`src/rtl/control_pkg.sv`:
```
// Shared types and encodings for the accumulator processor control path:
// FSM states, opcodes, accumulator source and ALU operation codes.
package control_pkg;

    typedef enum logic [2:0] {
        S_FETCH  = 3'd0,
        S_DECODE = 3'd1,
        S_MEM    = 3'd2,
        S_EXEC   = 3'd3,
        S_HALT   = 3'd4
    } state_t;

    localparam logic [4:0] OP_HLT  = 5'b00000;
    localparam logic [4:0] OP_STO  = 5'b00001;
    localparam logic [4:0] OP_LD   = 5'b00010;
    localparam logic [4:0] OP_LDI  = 5'b00011;
    localparam logic [4:0] OP_ADD  = 5'b00100;
    localparam logic [4:0] OP_ADDI = 5'b00101;
    localparam logic [4:0] OP_SUB  = 5'b00110;
    localparam logic [4:0] OP_SUBI = 5'b00111;
    localparam logic [4:0] OP_BEQ  = 5'b01000;
    localparam logic [4:0] OP_BNE  = 5'b01001;
    localparam logic [4:0] OP_BGT  = 5'b01010;
    localparam logic [4:0] OP_BGE  = 5'b01011;
    localparam logic [4:0] OP_BLT  = 5'b01100;
    localparam logic [4:0] OP_BLE  = 5'b01101;
    localparam logic [4:0] OP_JMP  = 5'b01110;

    localparam logic [1:0] ACC_SRC_ALU = 2'b00;
    localparam logic [1:0] ACC_SRC_MEM = 2'b01;
    localparam logic [1:0] ACC_SRC_IMM = 2'b10;

    localparam logic ALU_SOMA = 1'b0;
    localparam logic ALU_SUBT = 1'b1;

    // Instructions whose operand must be read from data memory first.
    function automatic logic needs_mem_read(input logic [4:0] op);
        return (op == OP_LD) || (op == OP_ADD) || (op == OP_SUB);
    endfunction

    // Instructions that update the architectural zero/sign flags.
    function automatic logic is_arith(input logic [4:0] op);
        return (op == OP_ADD) || (op == OP_ADDI) || (op == OP_SUB) || (op == OP_SUBI);
    endfunction

endpackage

```
`src/rtl/control_unit_branch_resolver.sv`:
```
// Combinational branch decision from the opcode and the registered Z/N flags.
// JMP resolves as always taken; non-branch opcodes never take.
module branch_resolver
    import control_pkg::*;
(
    input  logic [4:0] opcode,
    input  logic       zero_flag,
    input  logic       sign_flag,
    output logic       take_branch
);

    // Condition table evaluated on the flags of the last arithmetic instruction.
    always_comb begin
        take_branch = 1'b0;
        case (opcode)
            OP_BEQ:  take_branch = zero_flag;
            OP_BNE:  take_branch = ~zero_flag;
            OP_BGT:  take_branch = ~zero_flag & ~sign_flag;
            OP_BGE:  take_branch = ~sign_flag;
            OP_BLT:  take_branch = sign_flag;
            OP_BLE:  take_branch = sign_flag | zero_flag;
            OP_JMP:  take_branch = 1'b1;
            default: take_branch = 1'b0;
        endcase
    end

endmodule

```
`src/rtl/control_unit.sv`:
```
// Multicycle control FSM for the 11-bit accumulator processor.
// Optional instruction counter enabled with `define CONTROL_INSTR_COUNT_EN.
module control_unit
    import control_pkg::*;
#(
    parameter int OPCODE_WIDTH = 5,
    parameter int MEM_LATENCY  = 1
) (
    input  logic                    clock_in,
    input  logic                    reset_in,
    input  logic [OPCODE_WIDTH-1:0] opcode_in,
    input  logic                    zero_in,
    input  logic                    sign_in,
    output logic                    pc_write_out,
    output logic                    pc_src_out,
    output logic                    ir_write_out,
    output logic                    addr_src_out,
    output logic                    mem_read_out,
    output logic                    mem_write_out,
    output logic                    acc_write_out,
    output logic [1:0]              acc_src_out,
    output logic                    alu_b_src_out,
    output logic                    alu_op_out,
    output logic                    zero_flag_out,
    output logic                    sign_flag_out,
    output logic                    halted_out
`ifdef CONTROL_INSTR_COUNT_EN
    ,
    output logic [15:0]             instr_count_out
`endif
);

    localparam logic [2:0] LAST_BEAT = 3'(MEM_LATENCY - 1);

    state_t     state_r;
    state_t     next_state_s;
    logic [2:0] wait_cnt_r;
    logic [2:0] wait_cnt_next_s;
    logic       zero_flag_r;
    logic       sign_flag_r;
    logic       flag_load_s;
    logic       take_branch_s;
    logic       last_beat_s;
    logic [4:0] op_s;

    assign op_s        = 5'(opcode_in);
    assign last_beat_s = (wait_cnt_r == LAST_BEAT);

    branch_resolver u_branch_resolver (
        .opcode      (op_s),
        .zero_flag   (zero_flag_r),
        .sign_flag   (sign_flag_r),
        .take_branch (take_branch_s)
    );

    // State, memory wait counter and architectural flags.
    always_ff @(posedge clock_in) begin
        if (reset_in) begin
            state_r     <= S_FETCH;
            wait_cnt_r  <= 3'd0;
            zero_flag_r <= 1'b0;
            sign_flag_r <= 1'b0;
        end else begin
            state_r    <= next_state_s;
            wait_cnt_r <= wait_cnt_next_s;
            if (flag_load_s) begin
                zero_flag_r <= zero_in;
                sign_flag_r <= sign_in;
            end
        end
    end

    // Next-state and Moore output decode; reset forces every strobe and select low.
    always_comb begin
        next_state_s    = state_r;
        wait_cnt_next_s = wait_cnt_r;
        flag_load_s     = 1'b0;
        pc_write_out    = 1'b0;
        pc_src_out      = 1'b0;
        ir_write_out    = 1'b0;
        addr_src_out    = 1'b0;
        mem_read_out    = 1'b0;
        mem_write_out   = 1'b0;
        acc_write_out   = 1'b0;
        acc_src_out     = ACC_SRC_ALU;
        alu_b_src_out   = 1'b0;
        alu_op_out      = ALU_SOMA;
        halted_out      = 1'b0;

        if (reset_in) begin
            next_state_s    = S_FETCH;
            wait_cnt_next_s = 3'd0;
        end else begin
            case (state_r)
                S_FETCH: begin
                    mem_read_out = 1'b1;
                    if (last_beat_s) begin
                        ir_write_out    = 1'b1;
                        pc_write_out    = 1'b1;
                        wait_cnt_next_s = 3'd0;
                        next_state_s    = S_DECODE;
                    end else begin
                        wait_cnt_next_s = wait_cnt_r + 3'd1;
                        next_state_s    = S_FETCH;
                    end
                end
                S_DECODE: begin
                    wait_cnt_next_s = 3'd0;
                    if (op_s == OP_HLT) begin
                        next_state_s = S_HALT;
                    end else if (needs_mem_read(op_s)) begin
                        next_state_s = S_MEM;
                    end else begin
                        next_state_s = S_EXEC;
                    end
                end
                S_MEM: begin
                    addr_src_out = 1'b1;
                    mem_read_out = 1'b1;
                    if (last_beat_s) begin
                        wait_cnt_next_s = 3'd0;
                        next_state_s    = S_EXEC;
                    end else begin
                        wait_cnt_next_s = wait_cnt_r + 3'd1;
                        next_state_s    = S_MEM;
                    end
                end
                S_EXEC: begin
                    next_state_s    = S_FETCH;
                    wait_cnt_next_s = 3'd0;
                    flag_load_s     = is_arith(op_s);
                    case (op_s)
                        OP_STO: begin
                            addr_src_out  = 1'b1;
                            mem_write_out = 1'b1;
                        end
                        OP_LD: begin
                            acc_write_out = 1'b1;
                            acc_src_out   = ACC_SRC_MEM;
                            addr_src_out  = 1'b1;
                        end
                        OP_LDI: begin
                            acc_write_out = 1'b1;
                            acc_src_out   = ACC_SRC_IMM;
                        end
                        OP_ADD, OP_SUB, OP_ADDI, OP_SUBI: begin
                            acc_write_out = 1'b1;
                            acc_src_out   = ACC_SRC_ALU;
                            addr_src_out  = 1'b1;
                            alu_b_src_out = (op_s == OP_ADDI) || (op_s == OP_SUBI);
                            alu_op_out    = ((op_s == OP_SUB) || (op_s == OP_SUBI)) ? ALU_SUBT : ALU_SOMA;
                        end
                        OP_BEQ, OP_BNE, OP_BGT, OP_BGE, OP_BLT, OP_BLE, OP_JMP: begin
                            pc_write_out = take_branch_s;
                            pc_src_out   = take_branch_s;
                        end
                        default: begin
                            pc_write_out = 1'b0;
                        end
                    endcase
                end
                S_HALT: begin
                    halted_out   = 1'b1;
                    next_state_s = S_HALT;
                end
                default: begin
                    next_state_s    = S_FETCH;
                    wait_cnt_next_s = 3'd0;
                end
            endcase
        end
    end

    assign zero_flag_out = zero_flag_r;
    assign sign_flag_out = sign_flag_r;

`ifdef CONTROL_INSTR_COUNT_EN
    logic [15:0] instr_count_r;

    // Executed-instruction counter; HLT never reaches S_EXEC so it is not counted.
    always_ff @(posedge clock_in) begin
        if (reset_in) begin
            instr_count_r <= 16'd0;
        end else if (state_r == S_EXEC) begin
            instr_count_r <= instr_count_r + 16'd1;
        end
    end

    assign instr_count_out = instr_count_r;
`else
    // No instruction counter in this build.
`endif

endmodule

```
`config.mk`:
```
export PLATFORM = sky130hd
export DESIGN_NAME = control_unit
export DESIGN_NICKNAME = d
export VERILOG_FILES = /design/src/rtl/control_pkg.sv /design/src/rtl/control_unit_branch_resolver.sv /design/src/rtl/control_unit.sv
export SDC_FILE = /design/constraint.sdc
export NUM_CORES = 1
export LEC_CHECK = 0
export CAP_MARGIN = 40
export CORE_MARGIN = 1.5
export CORE_UTILIZATION = 40
export CTS_CLUSTER_DIAMETER = 100
export DETAILED_ROUTE_END_ITERATION = 8
export PLACE_DENSITY_LB_ADDON = 0.12
export SLEW_MARGIN = 20
export SYNTH_ARGS = -nofsm -noshare
export SYNTH_HDL_FRONTEND = slang
export SYNTH_SLANG_ARGS = --single-unit
```
`constraint.sdc`:
```
create_clock -name clock_in -period 3.4 [get_ports clock_in]
set_input_delay 0.68 -clock clock_in [delete_from_list [all_inputs] [get_ports clock_in]]
set_output_delay 0.68 -clock clock_in [all_outputs]
set_load 0.1 [all_outputs]
```
==> flow_summary.ini <==
[power]
peakVddDrop_mv = 0.238
p_leak_nw = 0.378
p_per_area_mw_per_mm2 = 293
p_total_w = 0.000273

[synthesis]
yosysWarnings = 0
synth.top_cell.area_share_pct = 27.9
synth_mux_area_share_pct = 5.23
ys_types = 29
synth.avg_cell_area_um2 = 7.66
syn_nets = 86
yosysSeqAreaShare_pct = 27.9
synth_seq_cells = 8
synth-compound-area-share_pct = 12.6
synth_top_cell_by_area = dfxtp_1
synth-simple-area-share_pct = 36.6
synth_top_family_by_area = simple AND/OR/NAND/NOR gates
syn_area_um2 = 574
yosys.area_share.adder_pct = 4.36
synth-xor-area-share_pct = 4.58
syn_inst = 75
synthTopCellsByArea = dfxtp_1 28%, nor2_1 12%, mux2i_1 5.2%

[die]
fp.dieW_um = 40.9
rows = 13
start_util_pct = 43.6
die-area_mm2 = 0.00167
ios = 23
die_y_um = 40.9
core_mm2 = 0.00132

[routing]
routed_wl_mm = 1.29
route.detailed.drc = 0
detail_route.first_pass.iterations = 3
vias_per_cell = 5.13
first_iter_violations = 6
drt.antenna.violating_nets = 0
vias = 564
wire_per_inst_um = 11.7

[timing]
min_period_over_period_pct = 91.8
fin_tns_setup_ps = 0
tightest_slew_ps = 438
hold_viol_final = 0
max_slew_margin_pct = 70.8
fin_crit_ps = 3120
fin_skew_ps = 6.78
rsz0062_at_grt = no
fmax_mhz = 320
finalSetupViolCount = 0
maxSlewViolCount = 0

[worst_hold_path]
hold_depth = 2
worstHoldPathType = register to register
hold_end = wait_cnt_r[2]
min_from = wait_cnt_r[2]

[worst_setup_path]
reg2reg_from = state_r[0]
worstSetupStartpointType = input port
end_kind = output port
cp.arrival_ps = 2440
crit_buf_inv = 2
crit_family = buffers and inverters
worstPathRequired_ps = 2720
reg2regPathDepth = 4
crit_slowest_cell = clkdlybuf4s50_1
r2r-end = sign_flag_out
worst-setup-path-type = input port to output port
max_stage_delay_ps = 610
worstPathCellList = clkdlybuf4s50_1 -> xor2_1 -> a221oi_1 -> o221a_2 -> or2_2 -> buf_12
rrSetupSlack_ps = 1600
crit_fanout = 8

[clocking]
cts_resized = 0
cts.sinks = 8
clock_latency_ps = 260
path_clk_slew_ps = 60
cts-buffers-inserted = 3
cts-root-buf = clkbuf_4
cts_hold_buffers = 0
post-cts-setup-buffer-count = 0
clockBufferDepth = 2
cts_tree = done
h-tree-depth = 1

[global_routing]
grt_pass1_wl_mm = 1.96
antenna_found_initial = 0
grtUsageTotal_pct = 18.3
grt_pass1_vias = 443
gr-total-overflow = 0
grt_start_max_net_pins = 12

[place]
hpwl_mm = 1.05
portBuffers = 22
place.gp.congestion = 0.783

[job]
maxCapViolations = 0

[layout]
utilization_pct = 70.8
mostFrequentLayoutCells = 16 x nor2_1, 11 x buf_12, 8 x clkdlybuf4s50_1, 8 x dfxtp_1, 5 x inv_1
drive_above_1_share_pct = 27.4
layout_commonest_cell = nor2_1
nNetsFinal = 108
diodes = 0
fill_cells = 104
synthToLayoutAreaGrowth_pct = 62.3

[status]
status = completed
## kinds of logic after synthesis
| logic type | Yosys count |
|---|---|
| flip-flops | 8 |
| AO/OA/AOI/OAI | 11 |
| buffers and inverters | 11 |
| XOR/XNOR | 3 |
| AND/OR/NAND/NOR | 37 |
| multiplexers | 3 |
| adder cells (fa/ha/maj) | 2 |
## worst max-delay path by stage
stage / start / to / slack (ps) / depth (start not counted)
finish: opcode_in[0] / pc_write_out / 280 / 6
global route: opcode_in[1] / pc_write_out / 180 / 6
CTS: opcode_in[0] / pc_write_out / 280 / 6
detailed placement: opcode_in[0] / pc_write_out / 280 / 6
global placement: reset_in / alu_b_src_out / 290 / 5
floorplan: opcode_in[0] / addr_src_out / -640 / 4
## registers in the layout, summed over array words and instances (netlist names)
register,count
zero_flag_out,1
state_r,3
sign_flag_out,1
wait_cnt_r,3
## worst reg2reg max path, delay by kind of cell (launching register included)
kind             cells  cell delay (ps)
multiplexers         1              200
flip-flops           1              590
AND/OR/NAND/NOR      3              900
## stage by stage
step	hold WS, ps	instances	instance area (µm²)	setup WS [ps]
3_3_place_gp	485	107	910	295
3_5_place_dp	498	107	910	284
6_report	512	110	932	279
4_1_cts	514	110	932	284
5_1_grt	565	110	932	185
2_1_floorplan	471	75	592	-637
## cell type report
type | count | area [µm²] | area share (%)
clock buffer | 3 | 22.5 | 2.42
inverter | 5 | 18.8 | 2.01
multi-input combinational | 56 | 382 | 40.9
sequential | 8 | 160 | 17.2
tap | 15 | 18.8 | 2.01
timing repair buffer | 23 | 330 | 35.4
## cell usage after synthesis, drive strengths merged
cell,n
nand4bb,1
buf,4
nor2,18
nand2,2
and3,3
o211ai,1
nor4,3
nand2b,2
dfxtp,8
nor3b,1
a211oi,2
xnor2,1
nand4b,1
or4b,1
o21ai,2
clkbuf,2
inv,5
mux2i,3
or3b,1
a21oi,4
ha,2
or2,2
nor3,2
o221a,1
a221oi,1
xor2,2
## layer usage
layer | global-route usage [%] | share of wire (%) | wire (µm) | vias up
met5 | 0 | 0 | 0 | -
met4 | 0 | 0 | 0 | 0
met3 | 9.78 | 5.1 | 66 | 0
met2 | 26.6 | 47 | 608 | 16
met1 | 25.2 | 48 | 613 | 251
li1 | - | - | - | 297
## where the power goes
| group | total (W) | switching [W] | leakage, nW | internal [W] |
|---|---|---|---|---|
| Sequential | 0.000105 | 0.00000862 | 0.0650 | 0.0000968 |
| Combinational | 0.0000944 | 0.0000569 | 0.300 | 0.0000376 |
| Clock | 0.0000736 | 0.0000331 | 0.0138 | 0.0000405 |
| Total | 0.000273 | 0.0000986 | 0.378 | 0.000175 |
(Power assumes the default switching activity.)
